**src/rtl/reg_exec_if.sv**
```systemverilog
// Bundle between reg_exec_stage and its neighbours: the issue handshake, the
// register-bank read/write ports and the status flags.
interface reg_exec_if #(
    parameter int DW = 16,
    parameter int AW = 3
);
    logic          issue_valid;
    logic          issue_ready;
    logic [2:0]    op;
    logic [AW-1:0] srcA;
    logic [AW-1:0] srcB;
    logic [AW-1:0] dst;
    logic [AW-1:0] addrA;
    logic [AW-1:0] addrB;
    logic [DW-1:0] outA;
    logic [DW-1:0] outB;
    logic          WE;
    logic [AW-1:0] inAddr;
    logic [DW-1:0] inData;
    logic          done;
    logic          zero;
    logic          carry;

    // master: issuing logic plus the register bank
    modport master (
        output issue_valid, op, srcA, srcB, dst, outA, outB,
        input  issue_ready, addrA, addrB, WE, inAddr, inData, done, zero, carry
    );

    // slave: the execute stage
    modport slave (
        input  issue_valid, op, srcA, srcB, dst, outA, outB,
        output issue_ready, addrA, addrB, WE, inAddr, inData, done, zero, carry
    );
endinterface

```
**src/rtl/reg_exec_stage.sv**
```systemverilog
// Execute/write-back stage behind the 8x16 register bank, one instruction in flight.
// Macro EXEC_MUL_EN builds the 16-cycle shift-add multiplier for op 111.
//
// state | meaning
// IDLE  | waiting for an instruction, issue_ready high
// READ  | bank read addresses driven, operands captured at the closing edge
// EXEC  | ALU result in one cycle, or 16-cycle multiply
// WB    | WE/done high, result presented on inAddr/inData
module reg_exec_stage #(
    parameter int DW = 16,
    parameter int AW = 3
) (
    input logic        clk,
    input logic        rst_n,
    reg_exec_if.slave  bus
);
    typedef enum logic [1:0] {IDLE = 2'd0, READ = 2'd1, EXEC = 2'd2, WB = 2'd3} state_t;

    localparam logic [2:0] OP_ADD = 3'b000;
    localparam logic [2:0] OP_SUB = 3'b001;
    localparam logic [2:0] OP_AND = 3'b010;
    localparam logic [2:0] OP_OR  = 3'b011;
    localparam logic [2:0] OP_XOR = 3'b100;
    localparam logic [2:0] OP_SHL = 3'b101;
    localparam logic [2:0] OP_SHR = 3'b110;
    localparam logic [2:0] OP_MUL = 3'b111;

    state_t        state;
    logic [2:0]    opReg;
    logic [AW-1:0] dstReg;
    logic [DW-1:0] opA;
    logic [DW-1:0] opB;
    logic [DW-1:0] aluRes;
    logic          aluCarry;

    assign bus.issue_ready = (state == IDLE);

`ifdef EXEC_MUL_EN
    localparam int CW = $clog2(DW);

    logic [2*DW-1:0] mulAcc;
    logic [2*DW-1:0] mulCand;
    logic [2*DW-1:0] accNext;
    logic [DW-1:0]   mulPlier;
    logic [CW-1:0]   mulCnt;

    // the last partial product is folded in on the edge that leaves EXEC
    assign accNext = mulAcc + (mulPlier[0] ? mulCand : '0);
`endif

    always_comb begin
        aluRes   = '0;
        aluCarry = 1'b0;
        case (opReg)
            OP_ADD: {aluCarry, aluRes} = {1'b0, opA} + {1'b0, opB};
            OP_SUB: begin
                aluRes   = opA - opB;
                aluCarry = (opA < opB);
            end
            OP_AND: aluRes = opA & opB;
            OP_OR:  aluRes = opA | opB;
            OP_XOR: aluRes = opA ^ opB;
            OP_SHL: aluRes = opA << opB[3:0];
            OP_SHR: aluRes = opA >> opB[3:0];
            default: ;
        endcase
    end

    always_ff @(posedge clk or negedge rst_n) begin
        if (!rst_n) begin
            state      <= IDLE;
            opReg      <= '0;
            dstReg     <= '0;
            opA        <= '0;
            opB        <= '0;
            bus.addrA  <= '0;
            bus.addrB  <= '0;
            bus.WE     <= 1'b0;
            bus.done   <= 1'b0;
            bus.inAddr <= '0;
            bus.inData <= '0;
            bus.zero   <= 1'b0;
            bus.carry  <= 1'b0;
`ifdef EXEC_MUL_EN
            mulAcc     <= '0;
            mulCand    <= '0;
            mulPlier   <= '0;
            mulCnt     <= '0;
`endif
        end else begin
            case (state)
                IDLE: begin
                    if (bus.issue_valid) begin
                        opReg     <= bus.op;
                        dstReg    <= bus.dst;
                        bus.addrA <= bus.srcA;
                        bus.addrB <= bus.srcB;
                        state     <= READ;
                    end
                end
                READ: begin
                    opA      <= bus.outA;
                    opB      <= bus.outB;
`ifdef EXEC_MUL_EN
                    mulAcc   <= '0;
                    mulCand  <= {{DW{1'b0}}, bus.outA};
                    mulPlier <= bus.outB;
                    mulCnt   <= '0;
`endif
                    state    <= EXEC;
                end
                EXEC: begin
                    if (opReg == OP_MUL) begin
`ifdef EXEC_MUL_EN
                        if (mulCnt == CW'(DW - 1)) begin
                            bus.inData <= accNext[DW-1:0];
                            bus.carry  <= |accNext[2*DW-1:DW];
                            bus.zero   <= (accNext[DW-1:0] == '0);
                            bus.inAddr <= dstReg;
                            bus.WE     <= 1'b1;
                            bus.done   <= 1'b1;
                            state      <= WB;
                        end else begin
                            mulAcc   <= accNext;
                            mulCand  <= mulCand << 1;
                            mulPlier <= mulPlier >> 1;
                            mulCnt   <= mulCnt + 1'b1;
                        end
`else
                        // no multiplier: drop the instruction without a write
                        state <= IDLE;
`endif
                    end else begin
                        bus.inData <= aluRes;
                        bus.carry  <= aluCarry;
                        bus.zero   <= (aluRes == '0);
                        bus.inAddr <= dstReg;
                        bus.WE     <= 1'b1;
                        bus.done   <= 1'b1;
                        state      <= WB;
                    end
                end
                WB: begin
                    bus.WE   <= 1'b0;
                    bus.done <= 1'b0;
                    state    <= IDLE;
                end
                default: state <= IDLE;
            endcase
        end
    end
endmodule

```
**src/flat_wrapper.sv**
```systemverilog
// flat-port wrapper written by rule: the top's interface ports become plain ports
module reg_exec_stage_flat 
#(
    parameter int DW = 16,
    parameter int AW = 3
)
  (clk, rst_n, bus_issue_valid, bus_op, bus_srcA, bus_srcB, bus_dst, bus_outA, bus_outB, bus_issue_ready, bus_addrA, bus_addrB, bus_WE, bus_inAddr, bus_inData, bus_done, bus_zero, bus_carry);
  reg_exec_if #(.DW(DW), .AW(AW)) bus_i ();
  input logic clk;
  input logic rst_n;
  input wire logic [$bits(bus_i.issue_valid)-1:0] bus_issue_valid;
  input wire logic [$bits(bus_i.op)-1:0] bus_op;
  input wire logic [$bits(bus_i.srcA)-1:0] bus_srcA;
  input wire logic [$bits(bus_i.srcB)-1:0] bus_srcB;
  input wire logic [$bits(bus_i.dst)-1:0] bus_dst;
  input wire logic [$bits(bus_i.outA)-1:0] bus_outA;
  input wire logic [$bits(bus_i.outB)-1:0] bus_outB;
  output wire logic [$bits(bus_i.issue_ready)-1:0] bus_issue_ready;
  output wire logic [$bits(bus_i.addrA)-1:0] bus_addrA;
  output wire logic [$bits(bus_i.addrB)-1:0] bus_addrB;
  output wire logic [$bits(bus_i.WE)-1:0] bus_WE;
  output wire logic [$bits(bus_i.inAddr)-1:0] bus_inAddr;
  output wire logic [$bits(bus_i.inData)-1:0] bus_inData;
  output wire logic [$bits(bus_i.done)-1:0] bus_done;
  output wire logic [$bits(bus_i.zero)-1:0] bus_zero;
  output wire logic [$bits(bus_i.carry)-1:0] bus_carry;
  assign bus_i.issue_valid = bus_issue_valid;
  assign bus_i.op = bus_op;
  assign bus_i.srcA = bus_srcA;
  assign bus_i.srcB = bus_srcB;
  assign bus_i.dst = bus_dst;
  assign bus_i.outA = bus_outA;
  assign bus_i.outB = bus_outB;
  assign bus_issue_ready = bus_i.issue_ready;
  assign bus_addrA = bus_i.addrA;
  assign bus_addrB = bus_i.addrB;
  assign bus_WE = bus_i.WE;
  assign bus_inAddr = bus_i.inAddr;
  assign bus_inData = bus_i.inData;
  assign bus_done = bus_i.done;
  assign bus_zero = bus_i.zero;
  assign bus_carry = bus_i.carry;
  reg_exec_stage #(.DW(DW), .AW(AW)) u_core (.clk(clk), .rst_n(rst_n), .bus(bus_i));
endmodule
```
**config.mk**
```make
export PLATFORM = sky130hd
export DESIGN_NAME = reg_exec_stage_flat
export DESIGN_NICKNAME = d
export VERILOG_FILES = /design/src/rtl/reg_exec_if.sv /design/src/rtl/reg_exec_stage.sv /design/src/flat_wrapper.sv
export SDC_FILE = /design/constraint.sdc
export NUM_CORES = 1
export LEC_CHECK = 0
export ABC_AREA = 1
export BUFFER_PORTS_ARGS = -buffer_cell sky130_fd_sc_hd__buf_2
export CORE_MARGIN = 4
export CORE_UTILIZATION = 60
export DETAILED_ROUTE_END_ITERATION = 16
export GPL_TIMING_DRIVEN = 0
export PLACE_DENSITY_LB_ADDON = 0.25
export SKIP_LAST_GASP = 1
export SYNTH_ARGS = -nofsm -noshare
export SYNTH_HDL_FRONTEND = slang
export SYNTH_SLANG_ARGS = --single-unit
```
**constraint.sdc**
```tcl
create_clock -name clk -period 2.7 [get_ports clk]
set_input_delay 0.675 -clock clk [delete_from_list [all_inputs] [get_ports clk]]
set_output_delay 0.675 -clock clk [all_outputs]
set_load 0.005 [all_outputs]
```
; ---- Word level (Yosys, flattened, before mapping)
; Index checks and enable logic that the tools add are counted.
[word_totals]
register_bits = 68
latch_bits = 0
mem_bits_rw = 0
romBits = 0
in_bits = 47
out_inout_bits = 30
wordCells = 47
mem_count = 0
[op_classes]
add_sub_neg = 2
n_mul = 0
div_mod_pow = 0
magnitude_cmp = 1
eq_ne = 12
shifts = 2
muxes = 7
bitwise_logic = 4
n_reduce_logical = 7
[op_table]
columns = op, n
row1 = $pmux W16 S7, 1
row2 = $add A16 B16 Y17, 1
row3 = $and A16 B16 Y16, 1
row4 = $logic_not A16 Y1, 1
row5 = $lt A16 B16 Y1, 1
row6 = $or A16 B16 Y16, 1
row7 = $shl A16 B4 Y16, 1
row8 = $shr A16 B4 Y16, 1
row9 = $sub A16 B16 Y16, 1
row10 = $xor A16 B16 Y16, 1
row11 = $eq A3 B3 Y1 const B, 4
row12 = $pmux W2 S4, 1
row13 = $eq A3 B2 Y1 const B, 2
row14 = $reduce_and A2 Y1, 3
row15 = $eq A2 B2 Y1 const B, 2
row16 = $mux W2, 2
row17 = $ne A2 B2 Y1 const B, 2
row18 = $pmux W1 S2, 2
row19 = $eq A3 B1 Y1 const B, 1
row20 = $logic_not A3 Y1, 1
row21 = $eq A2 B1 Y1 const B, 1
row22 = $logic_not A2 Y1, 1
row23 = $reduce_bool A2 Y1, 1
row24 = $mux W1, 1
row25 = $not A1 Y1, 1

; ---- Logic depth before layout (Yosys ltp)
[depth]
word_depth = 3
depth_mapped = 21

; ---- Worst setup path after synthesis
; OpenSTA, ideal clock, no wires.
[synth_timing]
path_kind = reg2reg
startpoint = register u_core.opB[2]
endpoint = register u_core.bus.zero
setup_ns = 0.066
arrival_time_ns = 2.387
t_required_ns = 2.634
slack_ns = 0.247
path_stages_with_launch = 21
n_path_buf = 3
period_less_slack_ns = 2.453
cell_sequence = dfrtp_1 buf_2 inv_2 clkbuf_1 ha_1 buf_2 nor2_1 nand2_1 nand2_1 nand2_1 nand2_1 nand2_1 nand2_1 nand2_1 nand3_1 nand2_1 nor2_1 nand2_1 nor2_1 nand3_1 nand2_1
[synth_between]
elab_chain_cells = 3
[synth_lines]
columns = item, line_no
row1 = from (decl), reg_exec_stage.sv:32  ; logic [DW-1:0] opB;
row2 = from (signal assigned), reg_exec_stage.sv:103  ; opB <= bus.outB;
row3 = $sub A16 B16 Y16 (tied with other cells), reg_exec_stage.sv:57  ; aluRes = opA - opB;
row4 = $pmux W16 S7 (*), reg_exec_stage.sv:54  ; case (opReg)
row5 = $logic_not A16 Y1 (*), reg_exec_stage.sv:136  ; bus.zero <= (aluRes == '0);
row6 = to (signal assigned), reg_exec_stage.sv:136
row7 = to (decl), reg_exec_if.sv:33  ; output issue_ready, addrA, addrB, WE, inAddr, inData, done, zero, carry
; Every way passes the cells marked *; elsewhere a longest branch is shown, timed or not.
; A chain may end at the register's enable or synchronous reset.

; ---- Worst setup path after layout
; Ends and elaborated chain as after synthesis.

==> flow_summary.ini <==
[synth]
syn_area_sq_um = 6520
ys_types = 31
synth_top_family_by_area = simple AND/OR/NAND/NOR gates
synth_edf_count = 0
synth_mux_area_share_pct = 1.38
synth-adder-area-share_pct = 10.4
synth-compound-area-share_pct = 8.33
yosysMostFrequentCell = nand2_1
avgSynthCellArea_sq_um = 6.04
synth_top_area_cell = dfrtp_1
synth_top_area_share_pct = 26.1
synth-main-ff-cell = dfrtp_1
synthTopCellsByCount = nand2_1 (349), nand3_1 (152), nor2_1 (146)
syn_inst = 1080
synth.yosys.seq_area_share_pct = 26.1
async_flop_share_pct = 100
synth_xor_area_share_pct = 0.134
yosysWarnings = 0
yosys.area_share.simple_pct = 43.3
post_synth_main_area_contributors = dfrtp_1 (26%), nand2_1 (20%), nand3_1 (12%), ha_1 (9.8%), nor2_1 (8.4%)
ys_ff_latch = 68
syn_nets = 1180

[setup_path]
path_delay_family = simple AND/OR/NAND/NOR gates
path_buf_inv = 3
critPathMaxStageDelay_ns = 0.37
path_cells = buf_6 > clkinv_8 > ha_1 > buf_4 > nor2_4 > nand2_1 > nand2_1 > nand2_1 > nand2_2 > nand2_2 > nand2_1 > nand2_1 > nand3_1 > nand2_1 > nor2_2 > nand2_1 > nor2_1 > nand3_1 > nand2_1
cp_data_arrival_time_ns = 2.92
crit_fanout = 20
rrSetupSlack_ns = 0.12
critPathCaptureType = flip-flop
critical_path.startpoint_type = flip-flop
cpMaxStageDelayCell = dfrtp_1
ff2ff_path_depth = 19
crit_top_cell = nand2_1
critPathRequiredTime_ns = 3.03
path_class = reg -> reg
r2r_end = u_core.bus.zero$_DFFE_PN0P_
timing.rr.start = u_core.opB[2]$_DFFE_PN0N_

[layout]
area_delta_synth_final_pct = 13.8
final_nets = 1269
n_antenna_cell = 0
drive_above_1_share_pct = 14.7

[drt]
wl_microns = 25500
via_per_inst = 5.99
routedWlPerCell_microns = 19.4
via_count = 7850
ant_nets = 0
drt_pass1_iterations = 8
drc = 0
initialDrtViolationCount = 1118

[floorplan]
core_sq_um = 10500
start_util_pct = 62.3
fp.dieH_microns = 112
die-area_sq_um = 12600
die_x_microns = 112
std_cell_rows = 37
num_io_pins = 77

[clocking]
insertion_delay_ns = 0.39
clock-sinks = 68
ctsHtreeMaxLevel = 3
ctsHoldBuffers = 0
clockBufferDepth = 2
cts_root_buf = clkbuf_8
cts_tree = built
clkSlewWorstSetupHoldPaths_ns = 0.09
numCtsBuffers = 9

[timing]
setup_viol = 0
max-slew-margin-rel_pct = 40.8
period_minus_slack_ns = 2.58
fin_skew_ns = 0.0128
maxSlewViolCount = 0
max_freq_mhz = 387
worst_pin_slew_ns = 0.888
setup_tns_ns = 0
final_hold_viol_count = 0
period_share_pct = 95.7

[placed_design]
portBuffers = 76
place_congestion = 1.09
hpwl_microns = 19200

[min_path]
min_path_type = in -> async

[run]
maxCapViolations = 0

[global_routing]
grt_pass1_vias = 7251
grt_overflow = 0
grt_max_degree = 69
track_usage_pct = 39.2
grt_pass1_wl_microns = 38600
antenna_found_initial = 0

[run_status]
status = finished clean
==> sequential cells by signal, indices dropped and copies added (netlist names) <==
signal             flops
u_core.bus.WE          1
u_core.bus.addrA       3
u_core.bus.addrB       3
u_core.bus.carry       1
u_core.bus.inAddr      3
u_core.bus.inData     16
u_core.bus.zero        1
u_core.dstReg          3
u_core.opA            16
u_core.opB            16
u_core.opReg           3
u_core.state           2
==> layout make-up <==
cell class              count  area (sq um)
clock buffers               9           124
clock inverters             7          82.6
plain buffers              41           214
flip-flops and latches     68          1710
inverters                 123           477
multi-input cells         845          4220
fillers                   947          3040
repair buffers             81           420
well taps                 136           170
==> stage by stage <==
step                setup slack, ns  cell area, sq um  hold WS (ns)  instances  util, %
finish                        0.116              7420         0.393       1310     70.9
global route                -0.0118              7420         0.464       1310     70.9
CTS                          0.0128              7300         0.446       1308     69.8
detailed placement           -0.651              7070         0.460       1292     67.6
global placement             -0.647              7070         0.444       1292     67.6
floorplan                     0.247              6520         0.379       1080        -
==> layer usage <==
metal  track usage, %  routed length (microns)  up-vias
met1             51.2                     9270     3500
met3             8.41                     3230      157
met5                0                        0        -
met2             60.0                    11000      566
li1                 -                        -     3627
met4             22.8                     1990        0
==> worst max path at each step <==
stage / from / endpoint / slack (ns) / cells after the start
after floorplan: u_core.opB[2]$_DFFE_PN0N_ / u_core.bus.zero$_DFFE_PN0P_ / 0.25 / 20
after global placement: u_core.opB[2]$_DFFE_PN0N_ / u_core.bus.zero$_DFFE_PN0P_ / -0.65 / 20
after detailed placement: u_core.opB[2]$_DFFE_PN0N_ / u_core.bus.zero$_DFFE_PN0P_ / -0.65 / 20
after CTS: u_core.opB[2]$_DFFE_PN0N_ / u_core.bus.zero$_DFFE_PN0P_ / 0.01 / 19
after global routing: u_core.opB[2]$_DFFE_PN0N_ / u_core.bus.zero$_DFFE_PN0P_ / -0.01 / 17
final: u_core.opB[2]$_DFFE_PN0N_ / u_core.bus.zero$_DFFE_PN0P_ / 0.12 / 19
==> cell usage in the layout, fill, tap and decap left out, drive strengths merged <==
| cell type | instances |
|---|---|
| bufinv | 1 |
| ha | 51 |
| nor3 | 5 |
| clkbuf | 23 |
| nor2 | 146 |
| o21ai | 26 |
| or2 | 6 |
| and2 | 2 |
| xnor2 | 1 |
| nand4 | 15 |
| nand3 | 154 |
| a21oi | 66 |
| clkinv | 2 |
| nand2 | 349 |
| o22ai | 5 |
| o211ai | 1 |
| o21a | 1 |
| clkinvlp | 2 |
| and3 | 1 |
| fa | 2 |
| a31oi | 1 |
| buf | 108 |
| dfrtp | 68 |
| nand3b | 1 |
| inv | 125 |
| mux2 | 8 |
| o21bai | 4 |
==> cell families after synthesis <==
logic type                 Yosys count
buffers and inverters              167
xor gates and xnor gates             1
AOI/OAI and AO/OA                  104
and+or+nand+nor                    679
DFF                                 68
muxes                                8
adders and majority gates           53
==> what timing repair did <==
item | in CTS | in global routing
endpoints found under the hold margin | 0 | 0
buffers inserted | 2 | 3
gates resized for setup | 5 | 37
pin swaps | 0 | 0
endpoints found under the setup margin | 16 | 7
Power is left out: the tool's default activity adds up to more than one toggle a clock period on the data nets, which glitch-free logic cannot reach.
